--- config.mk ---
export PLATFORM = sky130hd
export DESIGN_NAME = qpsk_frame_sequencer_flat
export DESIGN_NICKNAME = d
export VERILOG_FILES = /design/src/rtl/qpsk_frame_if.sv /design/src/rtl/qpsk_frame_sequencer.sv /design/src/flat_wrapper.sv
export SDC_FILE = /design/constraint.sdc
export NUM_CORES = 1
export LEC_CHECK = 0
export ABC_AREA = 1
export BUFFER_PORTS_ARGS = -buffer_cell sky130_fd_sc_hd__buf_2
export CAP_MARGIN = 5
export CORE_MARGIN = 1
export CORE_UTILIZATION = 55
export DETAILED_ROUTE_END_ITERATION = 7
export GPL_ROUTABILITY_DRIVEN = 1
export GPL_TIMING_DRIVEN = 0
export PLACE_DENSITY = 0.73
export SLEW_MARGIN = 20
export SYNTH_ARGS = -nofsm -noshare
export SYNTH_HDL_FRONTEND = slang
export SYNTH_SLANG_ARGS = --single-unit
--- constraint.sdc ---
create_clock -name CLK -period 5 [get_ports CLK]
set_clock_uncertainty 0.1 [all_clocks]
set_input_delay 0.25 -clock CLK [delete_from_list [all_inputs] [get_ports CLK]]
set_output_delay 0.25 -clock CLK [all_outputs]
set_load 0.01 [all_outputs]
--- src/rtl/qpsk_frame_if.sv ---
// QPSK frame sequencer bus: requester side drives START/LEN/DIN,
// sequencer side drives the handshake ready, symbol outputs and status.
interface qpsk_frame_if;
   logic       START;
   logic [7:0] LEN;
   logic [7:0] DIN;
   logic       DIN_VALID;
   logic       DIN_READY;
   logic       SYM_EN;
   logic       I;
   logic       Q;
   logic       BUSY;
   logic       DONE;
   logic       UNDERRUN;

   modport master (
      output START, LEN, DIN, DIN_VALID,
      input  DIN_READY, SYM_EN, I, Q,
      input  BUSY, DONE, UNDERRUN
   );

   modport slave (
      input  START, LEN, DIN, DIN_VALID,
      output DIN_READY, SYM_EN, I, Q,
      output BUSY, DONE, UNDERRUN
   );
endinterface

--- src/rtl/qpsk_frame_sequencer.sv ---
// QPSK frame sequencer: preamble bytes then payload bytes, 2 bits
// per symbol LSB first, with a 1-byte holding buffer and pad on underrun.
module qpsk_frame_sequencer #(
   parameter logic [7:0]  PREAMBLE = 8'h78,
   parameter int unsigned PRE_LEN  = 2,
   parameter int unsigned SYM_DIV  = 4
) (
   input logic         CLK,
   input logic         RST_N,
   qpsk_frame_if.slave bus
);
   typedef enum logic [1:0] {IDLE, PRE, PAY, FIN} state_e;

   localparam logic [7:0] TMR_LAST = 8'(SYM_DIV - 1);
   localparam logic [3:0] PRE_LAST = 4'(PRE_LEN - 1);

   state_e     state_q, state_d;
   logic [7:0] tmr_q, tmr_d;
   logic [1:0] sidx_q, sidx_d;
   logic [3:0] pre_q, pre_d;
   logic [7:0] len_q, len_d;
   logic [7:0] acc_q, acc_d;
   logic [7:0] sent_q, sent_d;
   logic [7:0] hold_q, hold_d;
   logic       hfull_q, hfull_d;
   logic [7:0] sh_q, sh_d;
   logic       pad_q, pad_d;
   logic       rdy_q, rdy_d;
   logic       sym_q, sym_d;
   logic       i_q, i_d;
   logic       q_q, q_d;
   logic       busy_q, busy_d;
   logic       done_q, done_d;
   logic       unr_q, unr_d;

   logic       accept;
   logic       sym_start;
   logic       load_new;
   logic       unload;
   logic       run;
   logic [7:0] new_byte;

   always_ff @(posedge CLK or negedge RST_N) begin
      if (!RST_N) begin
         state_q <= IDLE;
         tmr_q   <= '0;
         sidx_q  <= '0;
         pre_q   <= '0;
         len_q   <= '0;
         acc_q   <= '0;
         sent_q  <= '0;
         hold_q  <= '0;
         hfull_q <= 1'b0;
         sh_q    <= '0;
         pad_q   <= 1'b0;
         rdy_q   <= 1'b0;
         sym_q   <= 1'b0;
         i_q     <= 1'b0;
         q_q     <= 1'b0;
         busy_q  <= 1'b0;
         done_q  <= 1'b0;
         unr_q   <= 1'b0;
      end else begin
         state_q <= state_d;
         tmr_q   <= tmr_d;
         sidx_q  <= sidx_d;
         pre_q   <= pre_d;
         len_q   <= len_d;
         acc_q   <= acc_d;
         sent_q  <= sent_d;
         hold_q  <= hold_d;
         hfull_q <= hfull_d;
         sh_q    <= sh_d;
         pad_q   <= pad_d;
         rdy_q   <= rdy_d;
         sym_q   <= sym_d;
         i_q     <= i_d;
         q_q     <= q_d;
         busy_q  <= busy_d;
         done_q  <= done_d;
         unr_q   <= unr_d;
      end
   end

   always_comb begin
      state_d   = state_q;
      tmr_d     = tmr_q;
      sidx_d    = sidx_q;
      pre_d     = pre_q;
      len_d     = len_q;
      acc_d     = acc_q;
      sent_d    = sent_q;
      pad_d     = pad_q;
      unr_d     = unr_q;
      sh_d      = sh_q;
      i_d       = i_q;
      q_d       = q_q;
      sym_start = 1'b0;
      load_new  = 1'b0;
      unload    = 1'b0;
      new_byte  = PREAMBLE;
      accept    = bus.DIN_VALID & rdy_q;
      hold_d    = accept ? bus.DIN : hold_q;
      if (accept) acc_d = acc_q + 8'd1;

      unique case (state_q)
         IDLE: begin
            if (bus.START && bus.LEN != 8'd0) begin
               state_d   = PRE;
               len_d     = bus.LEN;
               acc_d     = '0;
               sent_d    = '0;
               pre_d     = '0;
               sidx_d    = '0;
               tmr_d     = '0;
               pad_d     = 1'b0;
               unr_d     = 1'b0;
               sym_start = 1'b1;
               load_new  = 1'b1;
            end
         end
         PRE, PAY: begin
            tmr_d = (tmr_q == TMR_LAST) ? 8'd0 : tmr_q + 8'd1;
            if (tmr_q == TMR_LAST) begin
               sym_start = 1'b1;
               sidx_d    = sidx_q + 2'd1;
               if (sidx_q == 2'd3) begin
                  load_new = 1'b1;
                  if (state_q == PRE && pre_q != PRE_LAST) begin
                     pre_d = pre_q + 4'd1;
                  end else if (state_q == PAY && !pad_q
                               && sent_q == len_q) begin
                     state_d   = FIN;
                     sym_start = 1'b0;
                     load_new  = 1'b0;
                  end else begin
                     // Byte boundary: take the buffered byte or pad.
                     state_d  = PAY;
                     unload   = hfull_q;
                     pad_d    = !hfull_q;
                     new_byte = hfull_q ? hold_q : 8'h00;
                     if (hfull_q) sent_d = sent_q + 8'd1;
                     else         unr_d  = 1'b1;
                  end
               end
            end
         end
         FIN: state_d = IDLE;
         default: state_d = IDLE;
      endcase

      hfull_d = accept | (hfull_q & ~unload);

      if (sym_start) begin
         if (load_new) begin
            i_d  = new_byte[0];
            q_d  = new_byte[1];
            sh_d = {2'b00, new_byte[7:2]};
         end else begin
            i_d  = sh_q[0];
            q_d  = sh_q[1];
            sh_d = {2'b00, sh_q[7:2]};
         end
      end

      run    = (state_d == PRE) || (state_d == PAY);
      sym_d  = sym_start;
      busy_d = run;
      done_d = (state_d == FIN);
      rdy_d  = run & ~hfull_d & (acc_d < len_d);
   end

   assign bus.DIN_READY = rdy_q;
   assign bus.SYM_EN    = sym_q;
   assign bus.I         = i_q;
   assign bus.Q         = q_q;
   assign bus.BUSY      = busy_q;
   assign bus.DONE      = done_q;
   assign bus.UNDERRUN  = unr_q;
endmodule

--- src/flat_wrapper.sv ---
// flat-port wrapper written by rule: the top's interface ports become plain ports
module qpsk_frame_sequencer_flat 
#(
   parameter logic [7:0]  PREAMBLE = 8'h78,
   parameter int unsigned PRE_LEN  = 2,
   parameter int unsigned SYM_DIV  = 4
)
  (CLK, RST_N, bus_START, bus_LEN, bus_DIN, bus_DIN_VALID, bus_DIN_READY, bus_SYM_EN, bus_I, bus_Q, bus_BUSY, bus_DONE, bus_UNDERRUN);
  qpsk_frame_if bus_i ();
  input logic CLK;
  input logic RST_N;
  input wire logic [$bits(bus_i.START)-1:0] bus_START;
  input wire logic [$bits(bus_i.LEN)-1:0] bus_LEN;
  input wire logic [$bits(bus_i.DIN)-1:0] bus_DIN;
  input wire logic [$bits(bus_i.DIN_VALID)-1:0] bus_DIN_VALID;
  output wire logic [$bits(bus_i.DIN_READY)-1:0] bus_DIN_READY;
  output wire logic [$bits(bus_i.SYM_EN)-1:0] bus_SYM_EN;
  output wire logic [$bits(bus_i.I)-1:0] bus_I;
  output wire logic [$bits(bus_i.Q)-1:0] bus_Q;
  output wire logic [$bits(bus_i.BUSY)-1:0] bus_BUSY;
  output wire logic [$bits(bus_i.DONE)-1:0] bus_DONE;
  output wire logic [$bits(bus_i.UNDERRUN)-1:0] bus_UNDERRUN;
  assign bus_i.START = bus_START;
  assign bus_i.LEN = bus_LEN;
  assign bus_i.DIN = bus_DIN;
  assign bus_i.DIN_VALID = bus_DIN_VALID;
  assign bus_DIN_READY = bus_i.DIN_READY;
  assign bus_SYM_EN = bus_i.SYM_EN;
  assign bus_I = bus_i.I;
  assign bus_Q = bus_i.Q;
  assign bus_BUSY = bus_i.BUSY;
  assign bus_DONE = bus_i.DONE;
  assign bus_UNDERRUN = bus_i.UNDERRUN;
  qpsk_frame_sequencer #(.PREAMBLE(PREAMBLE), .PRE_LEN(PRE_LEN), .SYM_DIV(SYM_DIV)) u_core (.CLK(CLK), .RST_N(RST_N), .bus(bus_i));
endmodule
# Word-level counts from Yosys, hierarchy flattened
# Index checks and enable logic that the tools add are counted.
# op_classes
add_sub_neg,5
n_lt_le_gt_ge,1
eq_ne,18
mux,63
bitwise,7
n_reduce_logical,17
# op_table
op,count
two-way mux 8 bit,18
case mux 8 bit (2 select lines),2
two-way mux 1 bit,25
"adder 8 x 1 -> 8 bit, second input constant",3
two-way mux 4 bit,4
AND reduction 7 bit,2
two-way mux 2 bit,6
"== test 2 bit, second input constant",5
"inequality test 2 x 1 -> 1 bit, second input constant",5
"== test 8 x 2 -> 1 bit, second input constant",1
== test 8 bit,1
< comparator 8 bit,1
case mux 1 bit (2 select lines),4
case mux 4 bit (2 select lines),1
nonzero test 8 bit,1
two-way mux 6 bit,1
"inequality test 2 bit, second input constant",3
case mux 2 bit (3 select lines),1
AND reduction 6 bit,1
AND reduction 5 bit,1
"adder 4 x 1 -> 4 bit, second input constant",1
AND 1 bit,4
"== test 2 x 1 -> 1 bit, second input constant",2
logical AND 1 bit,4
other kinds (12),14
# word_totals
reg_bits,65
out_inout_bits,7

# Logic depth before layout (Yosys ltp)
# Gate-level depths: netlist (run 1).
# logic_depth
depth_word,14
ltp_mapped,17
mapped_depth_nobuf,17

# Least setup slack after synthesis (run 1)
# No wires, ideal clock.
# synth_path
kind,register to register
startpoint,reg u_core.state_q[0]
endpoint,reg u_core.rdy_q (netlist: u_core.bus.DIN_READY)
t_arrival_ns,2.280
path_slack_ns,2.542
path_stages_with_launch,16
path_buffers,2
period_less_slack_ns,2.458
path_cell_list,dfrtp_1 > inv_1 > ha_1 > nand3_2 > buf_4 > inv_1 > buf_4 > nand2_1 > o21ai_0 > inv_1 > ha_1 > a21oi_1 > nor2_1 > nor3_1 > nand3_1 > a21oi_1
# synth_via
word_cells_on_any_way,31
cone_classes,order compare: 1; eq/ne: 5; mux: 13; bitwise: 6; reduce/logical: 6
# synth_lines
element,line_no,text
"start, declared",qpsk_frame_sequencer.sv:17,"state_e state_q, state_d;"
"start signal, assigned",qpsk_frame_sequencer.sv:64,state_q <= state_d;
logical NOT 2 bit,qpsk_frame_sequencer.sv:106,unique case (state_q)
two-way mux 8 bit,qpsk_frame_sequencer.sv:106,
named net u_core.len_d[5],qpsk_frame_sequencer.sv:21,"logic [7:0] len_q, len_d;"
< comparator 8 bit,qpsk_frame_sequencer.sv:170,rdy_d = run & ~hfull_d & (acc_d < len_d);
AND 1 bit,qpsk_frame_sequencer.sv:170,
named net u_core.rdy_d,qpsk_frame_sequencer.sv:28,"logic rdy_q, rdy_d;"
"end signal, assigned",qpsk_frame_sequencer.sv:75,rdy_q <= rdy_d;
"end, declared",qpsk_frame_sequencer.sv:28,
# The timed path passes the listed nets, and every way through them passes these cells.
# A chain may end at the register's enable or synchronous reset.

# Worst setup path in the final report (run 1)
# Ends and elaborated chain as after synthesis.

==> impl_metrics.ini, run 1 <==
[synthesis]
synth_edf_count = 0
synth_async_sr_flop_share = 1.000
synth.distinct_cells = 35
synth_top_area_frac = 0.4317
yosysTopAreaCell = dfrtp_1
synth_area_um2 = 3652
ys.flop_type = dfrtp_1
syn_nets = 522
ys_seq_area_frac = 0.4317
syn_inst = 483
ys_top_cells_by_area = dfrtp_1 (43%), nand2_1 (15%), inv_1 (7.3%), ha_1 (6.5%), nand3_1 (5.3%)
syn_area_per_cell_um2 = 7.562
synth-seq-cells = 63
yosys_warnings = 0

[power_and_ir_drop]
power_uw = 1960
peakVddDrop_mv = 0.3052
power.density_nw_per_um2 = 471.8
power.leakage_uw = 0.002226

[placed_design]
dp_hpwl_um = 5552
pre_cts_slack_ns = 2.111
port_buffers = 26
place.gp.congestion = 0.8111

[timing]
fmaxAchievable_mhz = 341.1
period_needed_ns = 2.931
setup_tns_ns = 0
finalCritPeriodShare = 0.5863
worst_slack_ns = 2.069
slew_headroom = 0.6876
setup-violations-final = 0
report.final.slew_viol_count = 0
rsz0062_at_grt = false
worst_pin_slew_ns = 0.4687
hold_violations = 0

[global_routing]
gr-total-overflow = 0
grt_max_degree = 36
grt_util_all_layers = 0.2408
grt_first_pass_wirelength_um = 13530
antenna_found_initial = 0
grt_pass1_vias = 3132

[die]
die_x_um = 83.49
die_area_um2 = 6971
die_h_um = 83.49
io_pins = 27
start_util = 0.5719
coreArea_um2 = 6386
fp-row-count = 29

[critical_path]
crit_family = buffers and inverters
slowest_delay_ns = 0.42
path_class = flop to flop
crit_arrival_ns = 3.09
cpMostUsedCell = inv_1
critPathSlowestCell = dfrtp_1
worstPathMaxFanout = 10
crit_end = u_core.bus.DIN_READY
setup.worst_path.start = u_core.state_q[0]
worstReg2RegStart = u_core.state_q[0]
reg2reg_to = u_core.bus.DIN_READY
cp.required_ns = 5.16
rr_worst_depth = 15
ff2ff_setup_slack_ns = 2.07
path_buf_inv = 5
crit_chain = inv_1 -> ha_1 -> nand3_2 -> buf_4 -> inv_1 -> buf_4 -> nand2_1 -> o21ai_0 -> inv_1 -> ha_1 -> a21oi_1 -> nor2_1 -> nor3_1 -> nand3_1 -> a21oi_1
crit_cells = 15
end_kind = flop
start_kind = flop

[routing]
postRouteAntennaNets = 0
drt_wl_total_um = 7456
remaining_drc_errors = 0
post_drt_wl_per_cell_um = 12.30
vias = 3101
drt_iter0_markers = 162
viasPerCell = 5.117
dr.pass1.iters = 4

[cells_and_area]
mostFrequentLayoutCells = nand2_1 (146), inv_1 (71), dfrtp_1 (63)
final_common_cell = nand2_1
layout.nets = 563
syn2layout_area_growth_pct = 13.74
layout-drive-gt1-share = 0.1361
fin_util = 0.6505
antenna_cells = 0
fill_cells = 546

[cts]
cts-htree-levels = 3
cts-resized-gates = 0
path_clk_slew_ns = 0.07
root_buffer = clkbuf_8
clkLatencyLatePin_ns = 0.34
cts_tree = done
cts_setup_buffers = 0
cts.sinks = 63
cts_made_buffers = 9
clockBufferDepth = 2

[status]
status = complete, no violations

[flow_run]
maxCapViolCount = 0

[worst_hold_path]
min_path_type = primary input to flop
through the flow:
step	area [um^2]	instances	hold slack [ns]
after detailed placement	3901	587	0.1035
after floorplan	3652	483	-0.1456
after CTS	4154	606	0.001425
after global placement	3879	586	0.3430
final	4154	606	0.004950
after global routing	4154	606	0.0007848
flip-flops by register name, summed over array words and instances (netlist names), 2 cells and up:
register        cells
u_core.acc_q        8
u_core.hold_q       8
u_core.len_q        8
u_core.sent_q       8
u_core.tmr_q        8
u_core.sh_q         6
u_core.pre_q        4
u_core.sidx_q       2
u_core.state_q      2
layer usage:
layer  global-route usage  up-vias  share of wire
met2               0.4173       43           0.48
met4              0.07550        0          0.013
met1               0.3015     1427           0.48
met5                    0        -              0
li1                     -     1622              -
met3              0.05242        9          0.028
timing repair:
| action | in CTS | in global routing |
|---|---|---|
| hold buffers | 3 | 0 |
| setup endpoints to repair | 0 | 0 |
| hold endpoints to repair | 30 | 0 |
report_power, final:
part           internal, uW  total [uW]  switching, uW  leakage [uW]
registers               646         741           95.0      0.000828
clock network           294         496            201      0.000110
logic                   254         723            469       0.00129
cells in the mapped netlist, types with 2 or more instances:
master,count
a21oi_1,16
buf_2,2
buf_4,2
clkbuf_1,2
dfrtp_1,63
ha_1,19
inv_1,71
inv_2,7
nand2_1,146
nand2_2,2
nand2_4,2
nand3_1,39
nand3_2,3
nand4_1,11
nor2_1,31
nor2_2,2
nor3_1,9
nor3b_1,2
nor4_1,2
o211ai_1,3
o21ai_0,22
o21ai_1,6
o21ai_2,3
or2_2,3
xnor2_1,3
xor2_1,3
worst register-to-register path, stage by stage (launching register included):
cell and delay [ns]:
dfrtp_1 0.42, inv_1 0.14, ha_1 0.31, nand3_2 0.16
buf_4 0.21, inv_1 0.15, buf_4 0.19, nand2_1 0.06
o21ai_0 0.14, inv_1 0.08, ha_1 0.30, a21oi_1 0.14
nor2_1 0.06, nor3_1 0.14, nand3_1 0.10, a21oi_1 0.15
worst min-delay path by stage:
stage,startpoint,end,cells after the start
after detailed placement,RST_N,u_core.sent_q[4],1
after floorplan,RST_N,u_core.acc_q[0],0
after CTS,bus_DIN[7],u_core.hold_q[7],3
final,bus_DIN[4],u_core.hold_q[4],3
after global placement,bus_DIN[4],u_core.hold_q[4],3
after global routing,bus_DIN[7],u_core.hold_q[7],3
layout make-up:
type | instances | area [um^2] | area share
Inverter | 78 | 292.8 | 0.07048
Buffer | 8 | 51.30 | 0.01235
Timing Repair Buffer | 30 | 182.7 | 0.04398
Clock buffer | 11 | 141.4 | 0.03404
Clock inverter | 5 | 81.33 | 0.01958
Sequential cell | 63 | 1577 | 0.3795
Multi-Input combinational cell | 334 | 1732 | 0.4169
Tap cell | 77 | 96.34 | 0.02319
kinds of logic after synthesis:
group / share of synthesized area
flip-flops: 0.4317
AO/OA/AOI/OAI: 0.08188
XOR/XNOR: 0.01439
buffers and inverters: 0.09421
adder cells (fa/ha/maj): 0.06509
AND/OR/NAND/NOR: 0.3128
(Power assumes the default switching activity.)
==> inputs of run 2 (changes only) <==
==> constraint.sdc (replaced) <==
create_clock -name CLK -period 3 [get_ports CLK]
set_clock_uncertainty 0.1 [all_clocks]
set_input_delay 0.15 -clock CLK [delete_from_list [all_inputs] [get_ports CLK]]
set_output_delay 0.15 -clock CLK [all_outputs]
set_load 0.01 [all_outputs]
==> run 2 against run 1 <==
Effect of this change: final cell count increased by 0.99%; die area is the same; via count up 1.0%; sequential power increased by 67%; global-route usage increased by 0.28 points; first-iteration DRC count up 15%.
==> impl_metrics.ini, run 2 (synthesis gave the netlist of run 1 again) <==
[status]
status = complete, no violations

[placed_design]
port_buffers = 26
place.gp.congestion = 0.8111
dp_hpwl_um = 5552

[critical_path]
cp.required_ns = 3.16
reg2reg_to = u_core.bus.DIN_READY
worstPathMaxFanout = 10
crit_arrival_ns = 2.94
end_kind = flop
ff2ff_setup_slack_ns = 0.22
worstReg2RegStart = u_core.state_q[1]
start_kind = flop
rr_worst_depth = 15
path_class = flop to flop

[power_and_ir_drop]
power.leakage_uw = 0.002251
switchingPower_uw = 1285
peakVddDrop_mv = 0.5094
comb_power_share = 0.373
swShare = 0.3905
power.density_nw_per_um2 = 778.5
seqPwrFrac = 0.376
p_int_uw = 2005
power_frac_clock = 0.252

[cells_and_area]
final_common_cell = nand2_1
mostFrequentLayoutCells = nand2_1 (146), inv_1 (70), dfrtp_1 (63)
layout.nets = 569
antenna_cells = 0
syn2layout_area_growth_pct = 15.72
layout-drive-gt1-share = 0.1383

[cts]
cts_setup_buffers = 0
clockBufferDepth = 2
clkLatencyLatePin_ns = 0.34
cts_made_buffers = 9
cts.sinks = 63
path_clk_slew_ns = 0.07
cts-htree-levels = 3
root_buffer = clkbuf_8
cts_tree = done

[routing]
drt_wl_total_um = 7552
post_drt_wl_per_cell_um = 12.34
vias = 3132
drt_iter0_markers = 186
dr.pass1.iters = 4
remaining_drc_errors = 0
postRouteAntennaNets = 0
viasPerCell = 5.118

[worst_hold_path]
hp-start = bus_LEN[4]
min_path_type = primary input to flop
hold_depth = 3
hold-path-endpoint = u_core.len_q[4]

[die]
die_x_um = 83.49
die_area_um2 = 6971
coreArea_um2 = 6386
io_pins = 27
fp-row-count = 29
start_util = 0.5719
die_h_um = 83.49

[timing]
slew_headroom = 0.6924
finalCritPeriodShare = 0.9274
report.final.slew_viol_count = 0
setup-violations-final = 0
setup_tns_ns = 0
fmaxAchievable_mhz = 359.4
worst_pin_slew_ns = 0.4571
rsz0062_at_grt = false
period_needed_ns = 2.782
hold_violations = 0
hold_slack_ns = 0.02570

[global_routing]
antenna_found_initial = 0
grt_util_all_layers = 0.2436
grt_first_pass_wirelength_um = 13660
grt_max_degree = 36
gr-total-overflow = 0
grt_pass1_vias = 3181

[flow_run]
maxCapViolCount = 0
-- run 2: final cells by class --
class,instances,area (um^2)
plain buffers,8,51.30
flip-flops and latches,63,1577
fillers,536,2160
repair buffers,36,242.7
clock buffers,11,141.4
inverters,78,292.8
multi-input cells,334,1744
clock inverters,5,81.33
well taps,77,96.34
-- run 2: power groups by stage --
| stage | clock network [uW] | logic, uW | registers [uW] |
|---|---|---|---|
| finish | 828 | 1230 | 1240 |
| floorplan | 0 | 898 | 1220 |
| CTS | 837 | 1220 | 1230 |
| global route | 872 | 1410 | 1260 |
| detailed placement | 0 | 1190 | 1250 |
| global placement | 0 | 1150 | 1240 |
-- run 2: through the flow --
stage                       util  power [uW]  worst slack, ns  std cells  area [um^2]
final                     0.6618        3290           0.2179        612         4227
after global routing      0.6618        3541          0.01217        612         4227
after CTS                 0.6599        3287          0.07619        612         4214
after detailed placement  0.6109        2440           0.1108        587         3901
after global placement    0.6074        2390           0.1586        586         3879
after floorplan                -        2119           0.5424        483         3652
-- run 2: critical path: stages, from the launching register on --
cell and delay [ns]:
dfrtp_1 0.42, inv_1 0.15, ha_4 0.19, nand3_2 0.12, buf_4 0.21, inv_1 0.15
buf_4 0.19, nand2_1 0.06, o21ai_0 0.14, inv_1 0.08, ha_1 0.30, a21oi_1 0.14
nor2_1 0.06, nor3_1 0.14, nand3_1 0.10, a21oi_1 0.15
-- run 2: what timing repair did --
item                       4_1_cts  5_1_grt
hold buffers                     9        0
resized for setup                0        3
hold endpoints to repair        63        0
setup endpoints to repair        0        1
-- run 2: metal layers --
metal / vias to the layer above / wire [um] / global-route usage / share of wire
met2: 52 / 3613 / 0.4270 / 0.48
met1: 1437 / 3590 / 0.3015 / 0.48
li1: 1632 / - / - / -
met3: 11 / 231 / 0.05242 / 0.031
met4: 0 / 116 / 0.07550 / 0.015
met5: - / 0 / 0 / 0
-- run 2: worst max-delay path by stage --
stage,start,to,cells after the start
6_report,u_core.state_q[1],u_core.bus.DIN_READY,15
5_1_grt,u_core.state_q[1],u_core.bus.DIN_READY,15
4_1_cts,u_core.state_q[0],u_core.bus.DIN_READY,15
3_5_place_dp,u_core.state_q[0],u_core.bus.DIN_READY,15
3_3_place_gp,u_core.state_q[0],u_core.bus.DIN_READY,15
2_1_floorplan,u_core.state_q[0],u_core.bus.DIN_READY,15
